==> src/rtl/argmax_display.sv <==
// argmax_display: output stage of the MNIST classifier datapath.
// Accepts one frame of NUM_CLASSES signed scores over a valid/ready stream,
// registers the index of the largest score and drives HEX0 / LEDR from it.
// Optional build macro: ARGMAX_MARGIN_EN adds second-best tracking and
// reports best minus second-best on `margin`; otherwise `margin` is tied to 0.
//
// state    | meaning
// ---------+-------------------------------------------------------------
// S_INIT   | first cycle after reset release, not yet accepting scores
// S_IDLE   | waiting for the first score of a frame
// S_ACCUM  | comparing subsequent scores against the running best
// S_DONE   | one-cycle bubble while the result is presented
module argmax_display #(
  parameter int DATA_W      = 16,
  parameter int NUM_CLASSES = 10
) (
  input  logic              Clk,
  input  logic              Reset_n,
  input  logic [DATA_W-1:0] score_data,
  input  logic              score_valid,
  input  logic              score_last,
  output logic              score_ready,
  output logic [3:0]        class_idx,
  output logic              class_valid,
  output logic              frame_err,
  output logic [7:0]        hex_out,
  output logic [9:0]        ledr_out,
  output logic [DATA_W-1:0] margin
);

  localparam logic [1:0] S_INIT  = 2'd0;
  localparam logic [1:0] S_IDLE  = 2'd1;
  localparam logic [1:0] S_ACCUM = 2'd2;
  localparam logic [1:0] S_DONE  = 2'd3;

  localparam logic [3:0] LAST_CNT = 4'(NUM_CLASSES);

  logic [1:0]        state_q, state_d;
  logic [3:0]        cnt_q, cnt_d;
  logic [DATA_W-1:0] best_val_q, best_val_d;
  logic [3:0]        best_idx_q, best_idx_d;
  logic [3:0]        class_idx_q, class_idx_d;
  logic              class_valid_q, class_valid_d;
  logic              frame_err_q, frame_err_d;
  logic [7:0]        hex_out_q, hex_out_d;
  logic [9:0]        ledr_out_q, ledr_out_d;

  logic       beat;
  logic       new_best;
  logic [3:0] cnt_inc;
  logic       done_good;
  logic       done_err;

  function automatic logic [7:0] hex_enc(input logic [3:0] digit);
    logic [7:0] seg;
    case (digit)
      4'd0:    seg = 8'hC0;
      4'd1:    seg = 8'hF9;
      4'd2:    seg = 8'hA4;
      4'd3:    seg = 8'hB0;
      4'd4:    seg = 8'h99;
      4'd5:    seg = 8'h92;
      4'd6:    seg = 8'h82;
      4'd7:    seg = 8'hF8;
      4'd8:    seg = 8'h80;
      4'd9:    seg = 8'h90;
      default: seg = 8'hFF;
    endcase
    return seg;
  endfunction

  assign score_ready = (state_q == S_IDLE) || (state_q == S_ACCUM);
  assign beat        = score_valid && score_ready;
  assign new_best    = $signed(score_data) > $signed(best_val_q);
  assign cnt_inc     = cnt_q + 4'd1;

  // Frame sequencing, running argmax and result capture on DONE entry.
  always_comb begin
    state_d       = state_q;
    cnt_d         = cnt_q;
    best_val_d    = best_val_q;
    best_idx_d    = best_idx_q;
    class_idx_d   = class_idx_q;
    class_valid_d = 1'b0;
    frame_err_d   = frame_err_q;
    hex_out_d     = hex_out_q;
    ledr_out_d    = ledr_out_q;
    done_good     = 1'b0;
    done_err      = 1'b0;

    case (state_q)
      S_INIT: state_d = S_IDLE;
      S_IDLE: begin
        if (beat) begin
          best_val_d = score_data;
          best_idx_d = 4'd0;
          cnt_d      = 4'd1;
          if (score_last) begin
            // A one-beat frame is always short.
            state_d  = S_DONE;
            done_err = 1'b1;
          end else begin
            state_d = S_ACCUM;
          end
        end
      end
      S_ACCUM: begin
        if (beat) begin
          // Strict compare: ties keep the lower index.
          if (new_best) begin
            best_val_d = score_data;
            best_idx_d = cnt_q;
          end
          cnt_d = cnt_inc;
          if (score_last) begin
            state_d = S_DONE;
            if (cnt_inc == LAST_CNT) done_good = 1'b1;
            else                     done_err  = 1'b1;
          end else if (cnt_inc == LAST_CNT) begin
            // Missing last: close the frame here so the next beat starts fresh.
            state_d  = S_DONE;
            done_err = 1'b1;
          end
        end
      end
      default: state_d = S_IDLE;
    endcase

    if (done_good) begin
      class_idx_d   = best_idx_d;
      class_valid_d = 1'b1;
      frame_err_d   = 1'b0;
      hex_out_d     = hex_enc(best_idx_d);
      ledr_out_d    = 10'd1 << best_idx_d;
    end
    if (done_err) begin
      frame_err_d = 1'b1;
      hex_out_d   = 8'h86;
    end
  end

  // State and result registers; reset blanks the display immediately.
  always_ff @(posedge Clk or negedge Reset_n) begin
    if (!Reset_n) begin
      state_q       <= S_INIT;
      cnt_q         <= 4'd0;
      best_val_q    <= '0;
      best_idx_q    <= 4'd0;
      class_idx_q   <= 4'd0;
      class_valid_q <= 1'b0;
      frame_err_q   <= 1'b0;
      hex_out_q     <= 8'hFF;
      ledr_out_q    <= 10'd0;
    end else begin
      state_q       <= state_d;
      cnt_q         <= cnt_d;
      best_val_q    <= best_val_d;
      best_idx_q    <= best_idx_d;
      class_idx_q   <= class_idx_d;
      class_valid_q <= class_valid_d;
      frame_err_q   <= frame_err_d;
      hex_out_q     <= hex_out_d;
      ledr_out_q    <= ledr_out_d;
    end
  end

  assign class_idx   = class_idx_q;
  assign class_valid = class_valid_q;
  assign frame_err   = frame_err_q;
  assign hex_out     = hex_out_q;
  assign ledr_out    = ledr_out_q;

`ifdef ARGMAX_MARGIN_EN
  localparam logic [DATA_W-1:0] VAL_MIN = {1'b1, {(DATA_W-1){1'b0}}};
  localparam logic [DATA_W-1:0] VAL_MAX = {1'b0, {(DATA_W-1){1'b1}}};

  logic [DATA_W-1:0] second_val_q, second_val_d;
  logic [DATA_W-1:0] margin_q, margin_d;
  logic [DATA_W:0]   diff;

  // Second-best tracking and saturated margin capture on a good frame.
  always_comb begin
    second_val_d = second_val_q;
    margin_d     = margin_q;
    diff         = '0;

    if (beat && (state_q == S_IDLE)) begin
      second_val_d = VAL_MIN;
    end else if (beat && (state_q == S_ACCUM)) begin
      if (new_best)
        second_val_d = best_val_q;
      else if ($signed(score_data) > $signed(second_val_q))
        second_val_d = score_data;
    end

    if (done_good) begin
      // best >= second, so the widened difference is never negative.
      diff = {best_val_d[DATA_W-1], best_val_d} - {second_val_d[DATA_W-1], second_val_d};
      if (!diff[DATA_W] && diff[DATA_W-1]) margin_d = VAL_MAX;
      else                                 margin_d = diff[DATA_W-1:0];
    end
  end

  // Margin registers.
  always_ff @(posedge Clk or negedge Reset_n) begin
    if (!Reset_n) begin
      second_val_q <= '0;
      margin_q     <= '0;
    end else begin
      second_val_q <= second_val_d;
      margin_q     <= margin_d;
    end
  end

  assign margin = margin_q;
`else
  assign margin = '0;
`endif

endmodule

==> config.mk <==
export PLATFORM = sky130hd
export DESIGN_NAME = argmax_display
export DESIGN_NICKNAME = d
export VERILOG_FILES = /design/src/rtl/argmax_display.sv
export SDC_FILE = /design/constraint.sdc
export NUM_CORES = 1
export LEC_CHECK = 0
export ABC_AREA = 1
export CELL_PAD_IN_SITES_DETAIL_PLACEMENT = 1
export CELL_PAD_IN_SITES_GLOBAL_PLACEMENT = 1
export CORE_UTILIZATION = 25
export CTS_CLUSTER_DIAMETER = 60
export CTS_CLUSTER_SIZE = 24
export DETAILED_ROUTE_END_ITERATION = 8
export HOLD_SLACK_MARGIN = 0.03
export PLACE_DENSITY = 0.65
export SYNTH_ARGS = -nofsm -noshare
export SYNTH_HDL_FRONTEND = slang
export SYNTH_SLANG_ARGS = --single-unit
==> constraint.sdc <==
create_clock -name Clk -period 3.4 [get_ports Clk]
set_input_delay 0.68 -clock Clk [delete_from_list [all_inputs] [get_ports Clk]]
set_output_delay 0.68 -clock Clk [all_outputs]
set_load 0.01 [all_outputs]
==> flow_metrics.tcl <==
set metrics [dict create \
    cts_setup_buffers 0 \
    crit_path_start_kind "input pin" \
    critPathCaptureType "flop" \
    path_class "in2reg" \
    seq_area_frac_synth_pct 42.9 \
    vias 2341 \
    die_y_um 109 \
    area_growth_pct 24.7 \
    antennaDiodeCount 0 \
    ff2ff_path_depth 10 \
    max_clock_freq_mhz 326 \
    die-area_mm2 0.0119 \
    run_status "finished, final reports clean" \
    cts_resized 0 \
    rsz0062_at_grt "false" \
    setup_viol 0 \
    start_util_pct 26.1 \
    tightestPinTransition_ns 0.569 \
    cts_sinks 49 \
    multiInputGateArea_mm2 0.00135 \
    clk_path_buf_depth 2 \
    cts_tree "yes" \
    max-slew-margin-rel_pct 61.7 \
    ys_types 33 \
    ant_nets 0 \
    synth-seq-cells 49 \
    required_ns 3.62 \
    fin_crit_sh_pct 90.3 \
    final_net_count 446 \
    final_common_cell "nand2_1" \
    drive_above_1_share_pct 10.0 \
    synth_top_flop_cell "dfrtp_1" \
    slew_viol_final 0 \
    synthArstFlopShare_pct 100 \
    clock_skew_ns 0.00464 \
    critical_path.max_fanout 6 \
    htreeDepth 2 \
    die_w_um 109 \
    grt_pass1_wl_mm 11.7 \
    place_congestion 0.805 \
    wl_mm 6.73 \
    synth_edf_count 0 \
    irDropWorstVdd_uv 259 \
    finalCriticalPeriod_ns 3.07 \
    setup-tns-final_ns 0 \
    timing.rr.start "cnt_q[0]$_DFFE_PN0P_" \
    numCtsBuffers 5 \
    root_buffer "clkbuf_16" \
    antenna_found_initial 0 \
    holdWs_ns 0.367 \
    drt-vias-per-instance 4.34 \
    avgSynthCellArea_um2 8.17 \
    dr.pass1.iters 3 \
    crit_arrival_ns 3.29 \
    synth_cells 352 \
    fin_util_pct 32.5 \
    layout_common_cells "nand2_1, inv_1, dfrtp_1, clkdlybuf4s50_1, ha_1" \
    hold_buffers 0 \
    grt.overflow.total 0 \
    grt_max_degree 33 \
    final-hold-violation-count 0 \
    regArea_mm2 0.00123 \
    grt_usage_pct 12.5 \
    cts.clk_slew.worst_paths_ns 0.07 \
    rows 38 \
    dp_hpwl_mm 5.11 \
    portBuffers 43 \
    ios 61 \
    syn_area_mm2 0.00288 \
    fill_cells 1333 \
    coreArea_mm2 0.0110 \
    maxCapViolCount 0 \
    initialDrtViolationCount 64 \
    r2r_end "hex_out[2]$_DFFE_PN1P_" \
    drcViolationCount 0 \
    yosysWarningCount 0 \
    regToRegSetupSlack_ns 0.80 \
    power_density_mw_per_mm2 703 \
    clock_latency_ns 0.29 \
    leakage_nw 1.81 \
    min_path_type "in2async" \
    wl_per_cell_um 12.5 \
    grt_pass1_vias 2527 \
]
[stage by stage]
step / total power, mW / instances / setup WS, ns / instance area (µm²)
2_1_floorplan: 1.67 / 367 / 0.629 / 2930
3_3_place_gp: 1.92 / 532 / 0.0743 / 3420
3_5_place_dp: 1.99 / 532 / 0.0545 / 3420
4_1_cts: 2.58 / 540 / 0.309 / 3590
5_1_grt: 2.77 / 540 / 0.0425 / 3590
6_report: 2.52 / 540 / 0.329 / 3590
[Yosys cell counts (2+ instances only)]
| library cell | count | area share, % |
|---|---|---|
| nand2_1 | 89 | 12 |
| inv_1 | 45 | 5.9 |
| dfrtp_1 | 42 | 37 |
| ha_1 | 27 | 12 |
| nor2_1 | 26 | 3.4 |
| a21oi_1 | 24 | 4.2 |
| buf_4 | 17 | 4.4 |
| nand3_1 | 15 | 2.6 |
| o21ai_1 | 12 | 2.1 |
| dfstp_2 | 7 | 6.4 |
| inv_2 | 5 | 0.65 |
| nand4_1 | 5 | 1.1 |
| o21ai_0 | 5 | 0.87 |
| buf_2 | 3 | 0.52 |
| clkbuf_1 | 3 | 0.39 |
| nand2_2 | 3 | 0.65 |
| nand2_4 | 3 | 1.2 |
| o22ai_1 | 3 | 0.65 |
| conb_1 | 2 | 0.26 |
| nand3_2 | 2 | 0.70 |
| o31ai_1 | 2 | 0.52 |
[layout make-up]
cell class | count | share of cell area, %
multi-input cells | 244 | 37.6
flip-flops and latches | 49 | 34.4
repair buffers | 48 | 12.9
inverters | 51 | 5.40
well taps | 140 | 4.88
clock buffers | 5 | 3.49
clock inverters | 3 | 1.29
[critical path, cell delays in order]
cell and delay [ns]:
clkdlybuf4s50_1 0.43, ha_1 0.37, a21oi_1 0.16, o21ai_1 0.07, a21oi_1 0.16, nand3_1 0.15
nand2_4 0.13, nand3_4 0.08, nand2_1 0.07, nand3_1 0.05, o21ai_1 0.13, inv_2 0.09
ha_1 0.33, a21boi_0 0.21, nand2_1 0.08, nand2_1 0.06, nand2_1 0.05
[cells by family (layout without fill, tap and decap cells)]
family / after synthesis / count (layout) / synth area share, %
adder cells (fa/ha/maj): 27 / 27 / 11.7
AND/OR/NAND/NOR: 148 / 148 / 23.0
XOR/XNOR: 2 / 2 / 0.609
flip-flops: 49 / 49 / 42.9
AO/OA/AOI/OAI: 50 / 50 / 9.35
buffers and inverters: 74 / 107 / 12.1
other: 2 / 17 / 0.261
[report_power, final]
group          total, mW  internal (mW)  switching, mW
Clock              0.574          0.348          0.226
Sequential         0.789          0.729         0.0602
Combinational       1.16          0.420          0.738
[worst max path at each step]
stage	depth (start not counted)	slack [ns]	start	to
after global routing	18	0.04	score_data[15]	hex_out[1]$_DFFE_PN1P_
after floorplan	16	0.63	score_data[15]	hex_out[1]$_DFFE_PN1P_
after global placement	17	0.07	score_data[15]	hex_out[2]$_DFFE_PN1P_
after detailed placement	17	0.05	score_data[15]	hex_out[1]$_DFFE_PN1P_
final	17	0.33	score_data[15]	hex_out[1]$_DFFE_PN1P_
after CTS	17	0.31	score_data[15]	hex_out[1]$_DFFE_PN1P_
[per-layer routing]
metal / vias to the layer above / global-route usage (%) / share of wire, %
met5: - / 0 / 0
met4: 0 / 3.14 / 0.83
met3: 5 / 2.51 / 4.1
met2: 43 / 22.3 / 50
met1: 1120 / 15.2 / 45
li1: 1173 / - / -
[registers in the layout, indices dropped and copies added (netlist names)]
register,count
best_idx_q,4
best_val_q,16
class_idx,4
class_valid,1
cnt_q,4
frame_err,1
hex_out,7
ledr_out,10
state_q,2
Note: power is estimated with default switching activity, not from simulation.
